<file path="src/rtl/alu_seq_ctrl_if.sv">
// Bundle between the switch/button bank and the sequenced ALU front end.
// There is no valid/ready handshake on this bus. The three buttons are
// asynchronous level inputs that the slave synchronises and edge-detects.
// o_valid is a level that qualifies o_result and the flags. It rises when an
// operation completes. It drops when the next operand A is accepted.
interface alu_seq_ctrl_if #(
  parameter int NB_DATA = 8
);
  logic [NB_DATA-1:0] i_dato;
  logic               i_btn_a;
  logic               i_btn_b;
  logic               i_btn_op;
  logic [NB_DATA-1:0] o_result;
  logic               o_zero;
  logic               o_carry;
  logic               o_overflow;
  logic               o_err;
  logic               o_valid;
  logic [1:0]         o_state;

  modport master (
    output i_dato, i_btn_a, i_btn_b, i_btn_op,
    input  o_result, o_zero, o_carry, o_overflow, o_err, o_valid, o_state
  );

  modport slave (
    input  i_dato, i_btn_a, i_btn_b, i_btn_op,
    output o_result, o_zero, o_carry, o_overflow, o_err, o_valid, o_state
  );
endinterface

</file>
<file path="src/rtl/alu_seq_ctrl.sv">
// Sequenced ALU front end. Operand A, operand B and the opcode are loaded
// from one shared switch bus on three debounced button strobes. The block
// then executes once and holds the result and flags for the LED bank.
module alu_seq_ctrl #(
  parameter int NB_DATA  = 8,
  parameter int NB_OP    = 6,
  parameter int NB_SHAMT = 3
) (
  input  logic           clk,
  input  logic           i_rst_n,
  alu_seq_ctrl_if.slave  bus
);

  localparam logic [NB_OP-1:0] LP_ADD = NB_OP'(6'b100000);
  localparam logic [NB_OP-1:0] LP_SUB = NB_OP'(6'b100010);
  localparam logic [NB_OP-1:0] LP_AND = NB_OP'(6'b100100);
  localparam logic [NB_OP-1:0] LP_OR  = NB_OP'(6'b100101);
  localparam logic [NB_OP-1:0] LP_XOR = NB_OP'(6'b100110);
  localparam logic [NB_OP-1:0] LP_NOR = NB_OP'(6'b100111);
  localparam logic [NB_OP-1:0] LP_SRA = NB_OP'(6'b000011);
  localparam logic [NB_OP-1:0] LP_SRL = NB_OP'(6'b000010);
  localparam int               LP_MSB = NB_DATA - 1;
  localparam logic [NB_DATA:0] LP_NB_DATA = (NB_DATA + 1)'(NB_DATA);

  typedef enum logic [1:0] {
    ST_A    = 2'd0,
    ST_B    = 2'd1,
    ST_OP   = 2'd2,
    ST_EXEC = 2'd3
  } state_t;

  // Button bit order is {op, b, a}.
  logic [2:0]         w_btn;
  logic [2:0]         r_s0;
  logic [2:0]         r_s1;
  logic [2:0]         r_s2;
  logic [2:0]         r_pulse;

  state_t             r_state;
  state_t             w_next;
  logic               w_ld_a;
  logic               w_ld_b;
  logic               w_ld_op;
  logic               w_exec;

  logic [NB_DATA-1:0] r_a;
  logic [NB_DATA-1:0] r_b;
  logic [NB_OP-1:0]   r_op;
  logic [NB_DATA-1:0] r_result;
  logic               r_zero;
  logic               r_carry;
  logic               r_ovf;
  logic               r_err;
  logic               r_valid;

  logic [NB_DATA:0]    w_sum;
  logic [NB_DATA-1:0]  w_res;
  logic                w_carry;
  logic                w_ovf;
  logic                w_err;
  logic                w_zero;
  logic                w_big;
  logic [NB_SHAMT-1:0] w_shamt;

  assign w_btn = {bus.i_btn_op, bus.i_btn_b, bus.i_btn_a};

  // Two-FF synchroniser, then a third FF for edge detection, then a
  // registered one-cycle pulse. A held button yields a single pulse.
  always_ff @(posedge clk or negedge i_rst_n) begin
    if (!i_rst_n) begin
      r_s0    <= '0;
      r_s1    <= '0;
      r_s2    <= '0;
      r_pulse <= '0;
    end else begin
      r_s0    <= w_btn;
      r_s1    <= r_s0;
      r_s2    <= r_s1;
      r_pulse <= r_s1 & ~r_s2;
    end
  end

  // State register.
  always_ff @(posedge clk or negedge i_rst_n) begin
    if (!i_rst_n) r_state <= ST_A;
    else          r_state <= w_next;
  end

  // Next state and load strobes. Only the pulse that matches the current
  // state acts. All other pulses are dropped.
  always_comb begin
    w_next  = r_state;
    w_ld_a  = 1'b0;
    w_ld_b  = 1'b0;
    w_ld_op = 1'b0;
    w_exec  = 1'b0;
    case (r_state)
      ST_A:    if (r_pulse[0]) begin w_ld_a  = 1'b1; w_next = ST_B;    end
      ST_B:    if (r_pulse[1]) begin w_ld_b  = 1'b1; w_next = ST_OP;   end
      ST_OP:   if (r_pulse[2]) begin w_ld_op = 1'b1; w_next = ST_EXEC; end
      ST_EXEC: begin w_exec = 1'b1; w_next = ST_A; end
      default: w_next = ST_A;
    endcase
  end

  // Shift amounts at or beyond the data width saturate.
  assign w_big   = ({1'b0, r_b} >= LP_NB_DATA);
  assign w_shamt = r_b[NB_SHAMT-1:0];

  // ALU datapath on the loaded operands.
  always_comb begin
    w_sum   = '0;
    w_res   = '0;
    w_carry = 1'b0;
    w_ovf   = 1'b0;
    w_err   = 1'b0;
    case (r_op)
      LP_ADD: begin
        w_sum   = {1'b0, r_a} + {1'b0, r_b};
        w_res   = w_sum[NB_DATA-1:0];
        w_carry = w_sum[NB_DATA];
        w_ovf   = (r_a[LP_MSB] == r_b[LP_MSB]) && (w_res[LP_MSB] != r_a[LP_MSB]);
      end
      LP_SUB: begin
        // Bit NB_DATA of the difference is the borrow (A < B unsigned).
        w_sum   = {1'b0, r_a} - {1'b0, r_b};
        w_res   = w_sum[NB_DATA-1:0];
        w_carry = w_sum[NB_DATA];
        w_ovf   = (r_a[LP_MSB] != r_b[LP_MSB]) && (w_res[LP_MSB] != r_a[LP_MSB]);
      end
      LP_AND: w_res = r_a & r_b;
      LP_OR:  w_res = r_a | r_b;
      LP_XOR: w_res = r_a ^ r_b;
      LP_NOR: w_res = ~(r_a | r_b);
      LP_SRA: begin
        if (w_big) w_res = {NB_DATA{r_a[LP_MSB]}};
        else       w_res = $signed(r_a) >>> w_shamt;
      end
      LP_SRL: begin
        if (w_big) w_res = '0;
        else       w_res = r_a >> w_shamt;
      end
      default: w_err = 1'b1;
    endcase
    w_zero = ~w_err & (w_res == '0);
  end

  // Operand and opcode loads. The result and flags are captured on the
  // execute cycle and held until the next execute. Valid drops when A loads.
  always_ff @(posedge clk or negedge i_rst_n) begin
    if (!i_rst_n) begin
      r_a      <= '0;
      r_b      <= '0;
      r_op     <= '0;
      r_result <= '0;
      r_zero   <= 1'b0;
      r_carry  <= 1'b0;
      r_ovf    <= 1'b0;
      r_err    <= 1'b0;
      r_valid  <= 1'b0;
    end else begin
      if (w_ld_a) begin
        r_a     <= bus.i_dato;
        r_valid <= 1'b0;
      end
      if (w_ld_b)  r_b  <= bus.i_dato;
      if (w_ld_op) r_op <= bus.i_dato[NB_OP-1:0];
      if (w_exec) begin
        r_result <= w_res;
        r_zero   <= w_zero;
        r_carry  <= w_carry;
        r_ovf    <= w_ovf;
        r_err    <= w_err;
        r_valid  <= 1'b1;
      end
    end
  end

  assign bus.o_result   = r_result;
  assign bus.o_zero     = r_zero;
  assign bus.o_carry    = r_carry;
  assign bus.o_overflow = r_ovf;
  assign bus.o_err      = r_err;
  assign bus.o_valid    = r_valid;
  assign bus.o_state    = r_state;

endmodule

</file>
<file path="src/flat_wrapper.sv">
// flat-port wrapper written by rule: the top's interface ports become plain ports
module alu_seq_ctrl_flat 
#(
  parameter int NB_DATA  = 8,
  parameter int NB_OP    = 6,
  parameter int NB_SHAMT = 3
)
  (clk, i_rst_n, bus_i_dato, bus_i_btn_a, bus_i_btn_b, bus_i_btn_op, bus_o_result, bus_o_zero, bus_o_carry, bus_o_overflow, bus_o_err, bus_o_valid, bus_o_state);
  alu_seq_ctrl_if #(.NB_DATA(NB_DATA)) bus_i ();
  input  logic clk;
  input  logic i_rst_n;
  input wire logic [$bits(bus_i.i_dato)-1:0] bus_i_dato;
  input wire logic [$bits(bus_i.i_btn_a)-1:0] bus_i_btn_a;
  input wire logic [$bits(bus_i.i_btn_b)-1:0] bus_i_btn_b;
  input wire logic [$bits(bus_i.i_btn_op)-1:0] bus_i_btn_op;
  output wire logic [$bits(bus_i.o_result)-1:0] bus_o_result;
  output wire logic [$bits(bus_i.o_zero)-1:0] bus_o_zero;
  output wire logic [$bits(bus_i.o_carry)-1:0] bus_o_carry;
  output wire logic [$bits(bus_i.o_overflow)-1:0] bus_o_overflow;
  output wire logic [$bits(bus_i.o_err)-1:0] bus_o_err;
  output wire logic [$bits(bus_i.o_valid)-1:0] bus_o_valid;
  output wire logic [$bits(bus_i.o_state)-1:0] bus_o_state;
  assign bus_i.i_dato = bus_i_dato;
  assign bus_i.i_btn_a = bus_i_btn_a;
  assign bus_i.i_btn_b = bus_i_btn_b;
  assign bus_i.i_btn_op = bus_i_btn_op;
  assign bus_o_result = bus_i.o_result;
  assign bus_o_zero = bus_i.o_zero;
  assign bus_o_carry = bus_i.o_carry;
  assign bus_o_overflow = bus_i.o_overflow;
  assign bus_o_err = bus_i.o_err;
  assign bus_o_valid = bus_i.o_valid;
  assign bus_o_state = bus_i.o_state;
  alu_seq_ctrl #(.NB_DATA(NB_DATA), .NB_OP(NB_OP), .NB_SHAMT(NB_SHAMT)) u_core (.clk(clk), .i_rst_n(i_rst_n), .bus(bus_i));
endmodule
</file>
<file path="config.mk">
export PLATFORM = sky130hd
export DESIGN_NAME = alu_seq_ctrl_flat
export DESIGN_NICKNAME = d
export VERILOG_FILES = /design/src/rtl/alu_seq_ctrl_if.sv /design/src/rtl/alu_seq_ctrl.sv /design/src/flat_wrapper.sv
export SDC_FILE = /design/constraint.sdc
export NUM_CORES = 1
export LEC_CHECK = 0
export CORE_AREA = 2 2 81 83
export CTS_CLUSTER_SIZE = 8
export DETAILED_ROUTE_END_ITERATION = 7
export DIE_AREA = 0 0 83 85
export PLACE_DENSITY = 0.9
export SLEW_MARGIN = 20
export SYNTH_ARGS = -nofsm -noshare
export SYNTH_HDL_FRONTEND = slang
export SYNTH_SLANG_ARGS = --single-unit
</file>
<file path="constraint.sdc">
create_clock -name clk -period 3.05 [get_ports clk]
set_input_delay 0.4575 -clock clk [delete_from_list [all_inputs] [get_ports clk]]
set_output_delay 0.4575 -clock clk [all_outputs]
set_load 0.005 [all_outputs]
</file>
---- Word-level counts from Yosys, hierarchy flattened ----
Index checks and enable logic that the tools add are counted.
operators by class
  div/mod/pow operators ................... 0
  bitwise operators ....................... 7
  mux-type cells .......................... 19
  eq/ne operators ......................... 18
  shifts and indexed selects .............. 2
  add/sub/neg operators ................... 2
  order comparisons ....................... 1
  reductions and logical operators ........ 7
  multipliers ............................. 0
operators by type and width
  operator              count
  $pmux W8 S8           1
  $eq A6 B6 Y1 const B  6
  $mux W8               2
  $eq A6 B2 Y1 const B  2
  $mux W1               10
  $add A8 B8 Y9         1
  $sub A8 B8 Y9         1
  $and A8 B8 Y8         1
  $ge A8 B4 Y1 const B  1
  $logic_not A8 Y1      1
  $not A8 Y8            1
  $or A8 B8 Y8          1
  $pmux W2 S4           1
  $reduce_or A8 Y1      1
  $shr A8 B3 Y8         1
  $sshr A8 B3 Y8        1
  $xor A8 B8 Y8         1
  $mux W2               3
  $ne A2 B1 Y1 const B  3
  $eq A2 B2 Y1 const B  2
  $pmux W1 S2           2
  $and A3 B3 Y3         1
  $ne A1 B1 Y1          3
  $not A3 Y3            1
  other kinds (7)       8
word-level totals
  memory bits (writable) .................. 0
  logic and storage cells ................. 70
  memories ................................ 0
  input bits .............................. 13
  bits in latches ......................... 0
  ROM bits ................................ 0
  output and inout bits ................... 15
  bits in registers ....................... 49

---- Longest topological paths before layout ----
Gate-level depths: netlist of the first run.
  depth in word-level cells ............... 5
  gate-level depth with buffers ........... 11
  depth with buffers taken out ............ 11

---- Least setup slack after synthesis of the first run ----
No wires, ideal clock.
  path type ............................... reg-to-reg
  start point ............................. register u_core.r_b[1]
  end point ............................... register u_core.r_result[7] (netlist: u_core.bus.o_result[7])
  path slack .............................. 0.361 ns
  data arrival time ....................... 2.565 ns
  setup time .............................. 0.125 ns
  clock period less this slack ............ 2.689 ns
  stages on the path, launching flop included .. 11
  required time ........................... 2.925 ns
  buffers on the path ..................... 1
  cells stage by stage .................... dfrtp_1 > buf_6 > inv_1 > ha_1 > a21o_1 > nand4_1 > o21ai_0 > o41ai_1 > o221ai_1 > a211o_1 > mux2_2
between the ends
  word-level cells in the longest chain between the ends .. 3
  elaborated cells between the ends (all ways) .. 8
  classes of those cells .................. 2 x add/sub; 1 x order compare; 2 x shift; 3 x mux
ends and longest elaborated chain
  what                                  line                                      text
  from (decl)                           alu_seq_ctrl.sv:47                        logic [NB_DATA-1:0] r_b;
  from (signal assigned)                alu_seq_ctrl.sv:166                       if (w_ld_b) r_b <= bus.i_dato;
  $ge A8 B4 Y1 (tied with other cells)  alu_seq_ctrl.sv:107                       assign w_big = ({1'b0, r_b} >= LP_NB_DATA);
  $mux W8 (on tied branches)            alu_seq_ctrl.sv:140, alu_seq_ctrl.sv:136
  $pmux W8 S8 (*)                       alu_seq_ctrl.sv:117                       case (r_op)
  to (signal assigned)                  alu_seq_ctrl.sv:169                       r_result <= w_res;
  to (decl)                             alu_seq_ctrl.sv:49                        logic [NB_DATA-1:0] r_result;
Every way passes the cells marked *; elsewhere a longest branch is shown, timed or not.
A chain may end at the register's enable or synchronous reset.

---- Final worst setup path of the first run ----
  start point ............................. register u_core.r_b[2]
  end point ............................... register u_core.r_zero (netlist: u_core.bus.o_zero)
between the ends
  word-level cells in the longest chain between the ends .. 5
  elaborated cells between the ends (all ways) .. 14
  classes of those cells .................. 2 x add/sub; 1 x order compare; 2 x shift; 3 x mux; 5 x bitwise; 1 x reduce/logical
ends and longest elaborated chain
  what                                  line                 text
  $ge A8 B4 Y1 (tied with other cells)  alu_seq_ctrl.sv:107
  $mux W8 (tied with other cells)       alu_seq_ctrl.sv:140  if (w_big) w_res = '0;
  $pmux W8 S8 (*)                       alu_seq_ctrl.sv:117
  $logic_not A8 Y1 (*)                  alu_seq_ctrl.sv:145  w_zero = ~w_err & (w_res == '0);
  $and A1 B1 Y1 (*)                     alu_seq_ctrl.sv:145
  to (signal assigned)                  alu_seq_ctrl.sv:170  r_zero <= w_zero;
  to (decl)                             alu_seq_ctrl.sv:50   logic r_zero;
Marks and branches as above.

==> out/metrics.csv, run 1 <==
metric,value,unit
core-area,0.00620,mm^2
finish.utilization,0.644,
synth_flop_cell,dfrtp_1,
synth.area.top_cells,"dfrtp_1, ha_1, mux2_2, inv_1, mux2i_1",
drv_slew,0,
finalHoldViolCount,0,
end_kind,flop,
clkSinkCount,49,
clkLatencyLatePin,0.31,ns
r2r_slack,0.11,ns
grt_pass1_vias,2928,
critPathKind,flop to flop,
finalSetupViolCount,0,
grt_first_pass_wirelength,14200,um
synth-async-reset-ratio,1.00,
relSlewSlack,0.265,
rsz0062_at_grt,false,
numCtsBuffers,5,
grtUsageTotal,0.248,
post_cts_buffers,0,
layout.cells.non_filler,459,
arrival,3.14,ns
yosysSeqAreaShare,0.347,
port_buffers,27,
outcome,"complete, no violations",
synthCells,353,
fin_ws,0.115,ns
diodes,0,
final.setup_skew,0.0123,ns
htreeDepth,2,
rr_startpoint,u_core.r_b[2],
finalPower,0.00474,W
crit_slowest_cell,dfrtp_2,
cts_hold_buf,0,
clockBufferDepth,2,
rows,29,
cts_resized,0,
synth.cell_area,0.00354,mm^2
fmaxAchievable,0.341,GHz
crit_chain,inv_1 > ha_1 > nor3b_1 > nor3_2 > a221o_1 > a211oi_2 > nand2_1 > or4_1 > o41ai_2,
path_clk_slew,0.10,ns
p_per_area,1190,mW/mm^2
clockRootBuffer,clkbuf_8,
nNetsFinal,425,
ys_seq_elements,49,
path_depth,9,
die-area,0.00706,mm^2
synth-edff-count,0,
dpl_worst_slack,0.135,ns
ios,28,
synth_cell_types,64,
synth.top_cell.area_share,0.347,
gp_congestion,0.983,
start_util,0.570,
maxCapViolCount,0,
nFillCells,475,
tightestPinTransition,1.09,ns
routedWlPerCell,18.7,um
cts_tree,built,
viasPerCell,6.53,
critPathTopFamily,simple AND/OR/NAND/NOR gates,
grt-ovfl-total,0,
syn_nets,397,
drc_errors,0,
min_path_type,input port to async pin,
ff2ff_path_depth,9,
yosys.area.top_type,dfrtp_1,
firstDrtPassIters,5,
critPathRequiredTime,3.25,ns
crit_buf_inv,1,
place.detailed.hpwl,6460,um
startpoint,u_core.r_b[2],
crit_end,u_core.bus.o_zero,
ys.warnings.count,0,
drtIter0Drc,296,
grt_max_degree,50,
max_stage_delay,0.47,ns
die_x,83,um
ir_drop,0.000576,V
syn2layout_area_growth,12.9,%
wirelength,8570,um
r2r_end,u_core.bus.o_zero,
antenna_left,0,
fin_crit_sh,0.962,
dpl.cell_count,451,
via_count,2998,
die_y,85,um
antenna_found_initial,0,
leakagePower,1.74,nW
fin_crit,2.94,ns
crit_path_start_kind,flop,
setup_tns,0,ns
critical_path_peak_fanout,9,
avgSynthCellArea,10.0,um^2
layout-drive-gt1-share,0.160,
-- state kept, by name (all words and copies together), names as in the netlist --
name	count
u_core.bus.o_carry	1
u_core.bus.o_err	1
u_core.bus.o_overflow	1
u_core.bus.o_result	8
u_core.bus.o_state	2
u_core.bus.o_valid	1
u_core.bus.o_zero	1
u_core.r_a	8
u_core.r_b	8
u_core.r_op	6
u_core.r_pulse	3
u_core.r_s0	3
u_core.r_s1	3
u_core.r_s2	3
-- worst min-delay path by stage --
| stage | endpoint | slack, ns | cells past startpoint |
|---|---|---|---|
| 2_1_floorplan | u_core.bus.o_carry | 0.16 | 0 |
| 3_3_place_gp | u_core.r_s1[2] | 0.34 | 0 |
| 3_5_place_dp | u_core.r_s1[0] | 0.34 | 0 |
| 4_1_cts | u_core.r_s1[2] | 0.36 | 0 |
| 5_1_grt | u_core.bus.o_state[0] | 0.20 | 1 |
| 6_report | u_core.r_op[1] | 0.15 | 1 |
-- cell type report --
| cell class | count | area [um^2] | area share |
|---|---|---|---|
| multi-input cells | 256 | 2120 | 0.531 |
| flip-flops and latches | 49 | 1230 | 0.307 |
| repair buffers | 37 | 343 | 0.0858 |
| inverters | 32 | 120 | 0.0301 |
| well taps | 77 | 96.3 | 0.0241 |
| clock buffers | 6 | 72.6 | 0.0182 |
| clock inverters | 2 | 15.0 | 0.00376 |
-- Yosys cell counts, drive strengths merged (8+ instances only) --
cell type	instances
ha	29
o22ai	8
a21oi	17
nor2	20
nor3	8
mux2i	10
o21ai	9
inv	32
buf	11
nand2	17
xnor2	10
dfrtp	49
mux2	28
a211oi	10
-- power breakdown --
part / switching [W] / internal [W] / leakage [nW]
Sequential: 0.000381 / 0.000886 / 0.586
Clock: 0.000221 / 0.000162 / 0.0374
Combinational: 0.00163 / 0.00146 / 1.12
-- routing by layer --
layer	global-route usage	wire length [um]	up-vias
met2	0.432	4210	191
met3	0.0535	777	35
met1	0.307	3310	1438
met4	0.0894	273	0
met5	0	0	-
li1	-	-	1334
-- placed cells by master, fill, tap and decap left out, drive strengths merged, types with 3 or more instances in the layout --
cell           Yosys  final
a31oi              3      3
nand2b             4      4
buf               11     11
a21o               4      4
xnor2             10     10
dfrtp             49     49
nand3              6      6
a211oi            10     10
mux2i             10     10
nor3b              4      4
clkbuf             5      6
mux4               5      5
nor2b              7      7
o21a               3      3
mux2              28     28
inv               32     32
o21bai             3      3
o22ai              8      8
nand2             17     17
nor4               5      5
nor2              20     20
clkdlybuf4s50      0     26
ha                29     29
or3                3      3
xor2               3      3
a21oi             17     17
nor3               8      8
o21ai              9      9
-- stage by stage --
step	hold slack [ns]	area, um^2
final	0.146	4000
after global routing	0.202	4000
after CTS	0.361	3980
after detailed placement	0.340	3890
after global placement	0.341	3890
after floorplan	0.162	3540
-- cells by family (layout without fill, tap and decap cells) --
kind of cell,count (synthesis),count (layout),synth area share
simple gates,88,88,0.132
buf+inv,48,77,0.0576
compound gates,81,81,0.167
mux,43,43,0.151
xor+xnor,13,13,0.0322
flops,49,49,0.347
fa+ha+maj,31,31,0.114
Power figures use the tool's default switching activity.
==> run 2: changes to the inputs <==
Settings changed: CORE_AREA 2 2 81 83 to 2 2 78 80, DIE_AREA 0 0 83 85 to 0 0 80 82, PLACE_DENSITY 0.9 to 0.95.
Clock period 3.05 ns to 3.44 ns, I/O delays scaled along.
==> run 2 against run 1 <==
Worst hold slack better by 0.060 ns. Non-clock buffer count is 1 lower. Clock-buffer cell count decreased by 1. Critical endpoint is now u_core.bus.o_result[7].
==> out/metrics.csv, run 2 (synthesis results as in run 1) <==
metric,value,unit
leakagePower,1.74,nW
cts_resized,0,
end_kind,flop,
die_y,82,um
design_area,0.00398,mm^2
placedInstanceArea,0.00388,mm^2
max_stage_delay,0.62,ns
finalSetupViolCount,0,
p_per_area,1050,mW/mm^2
layout_common_cells,"dfrtp_1, inv_1, ha_1, mux2_2, clkdlybuf4s50_1",
rsz0062_at_grt,false,
outcome,"complete, no violations",
critPathRequiredTime,3.64,ns
clkSinkCount,49,
drv_slew,0,
wirelength,8500,um
arrival,3.11,ns
cts_tree,built,
syn2layout_area_growth,12.4,%
routedWlPerCell,18.6,um
grt.met3_usage,0.0440,
setup_tns,0,ns
start_util,0.616,
rows,28,
core-area,0.00575,mm^2
grtUsageTotal,0.274,
gr-usage-met1,0.373,
fmaxAchievable,0.343,GHz
critPathKind,flop to flop,
finalHoldViolCount,0,
place.detailed.hpwl,6400,um
grt_pass1_vias,2773,
gp_congestion,1.03,
crit_path_start_kind,flop,
drtIter0Drc,380,
grt_first_pass_wirelength,13800,um
tightestPinTransition,1.10,ns
grt-ovfl-total,0,
htreeDepth,2,
critical_path_peak_fanout,7,
drc_errors,0,
critPathTopFamily,compound AO/OA/AOI/OAI gates,
numCtsBuffers,5,
antenna_left,0,
crit_chain,inv_1 > ha_1 > a21o_1 > nand4_1 > o21ai_0 > o41ai_1 > o221ai_1 > a211o_1 > mux2_2,
clkLatencyLatePin,0.30,ns
relSlewSlack,0.257,
firstDrtPassIters,5,
crit_slowest_cell,o41ai_1,
grt_max_degree,50,
nNetsFinal,424,
min_path_type,input port to async pin,
final_common_cell,dfrtp_1,
die_x,80,um
maxCapViolCount,0,
post_cts_buffers,0,
fin_crit_sh,0.846,
diodes,0,
antenna_found_initial,0,
clockRootBuffer,clkbuf_8,
via_count,2968,
port_buffers,27,
globalRouteMet2Util,0.448,
crit_buf_inv,1,
fin_crit,2.91,ns
clockBufferDepth,2,
layout-drive-gt1-share,0.152,
path_clk_slew,0.09,ns
die-area,0.00656,mm^2
ir_drop,0.000506,V
ios,28,
grt.busiest_layer,met2,
final.setup_skew,0.00904,ns
viasPerCell,6.51,
cts_hold_buf,0,
[run 2: cell types whose count changed in the layout (fill, tap and decap cells not counted)]
cell and change:
buf_4 -1, clkbuf_1 -1, dfrtp_1 +1, dfrtp_2 -1, inv_8 +1, nor3_1 +1
nor3_2 -1, o41ai_1 +1, o41ai_2 -1
[run 2: where the power goes]
group	internal, W	switching [W]
logic	0.00128	0.00149
registers	0.000785	0.000276
clock network	0.000148	0.000197
[run 2: path summary, 6_finish.rpt]
check	startpoint	end	slack, ns	depth (start not counted)
worst min-delay path	i_rst_n	u_core.r_a[2]	0.21	1
worst max register to register	u_core.r_a[1]	u_core.bus.o_result[7]	0.53	9
worst min register to register	u_core.r_s0[2]	u_core.r_s1[2]	0.36	0
min in group clk	u_core.r_s0[2]	u_core.r_s1[2]	0.36	0
worst max-delay path	u_core.r_a[1]	u_core.bus.o_result[7]	0.53	9
max in group asynchronous	i_rst_n	u_core.r_s0[2]	2.82	1
[run 2: area by class of cell]
cell class | count | area [um^2]
inverters | 32 | 120
well taps | 75 | 93.8
repair buffers | 36 | 335
clock buffers | 5 | 68.8
flip-flops and latches | 49 | 1230
clock inverters | 3 | 26.3
fillers | 436 | 1770
multi-input cells | 256 | 2110
[run 2: metrics by stage]
stage	power (W)	hold slack [ns]	util	instances	setup WS, ns
detailed placement	0.00377	0.337	0.676	448	0.569
finish	0.00418	0.206	0.693	456	0.529
CTS	0.00412	0.362	0.692	456	0.577
floorplan	0.00301	0.220	-	353	0.751
global route	0.00449	0.270	0.693	456	0.295
global placement	0.00363	0.343	0.676	448	0.643
[run 2: routing by layer]
metal  part of all wire  up-vias
met3              0.067       35
met2               0.48      164
li1                   -     1331
met4              0.036        0
met5                  0        -
met1               0.41     1438
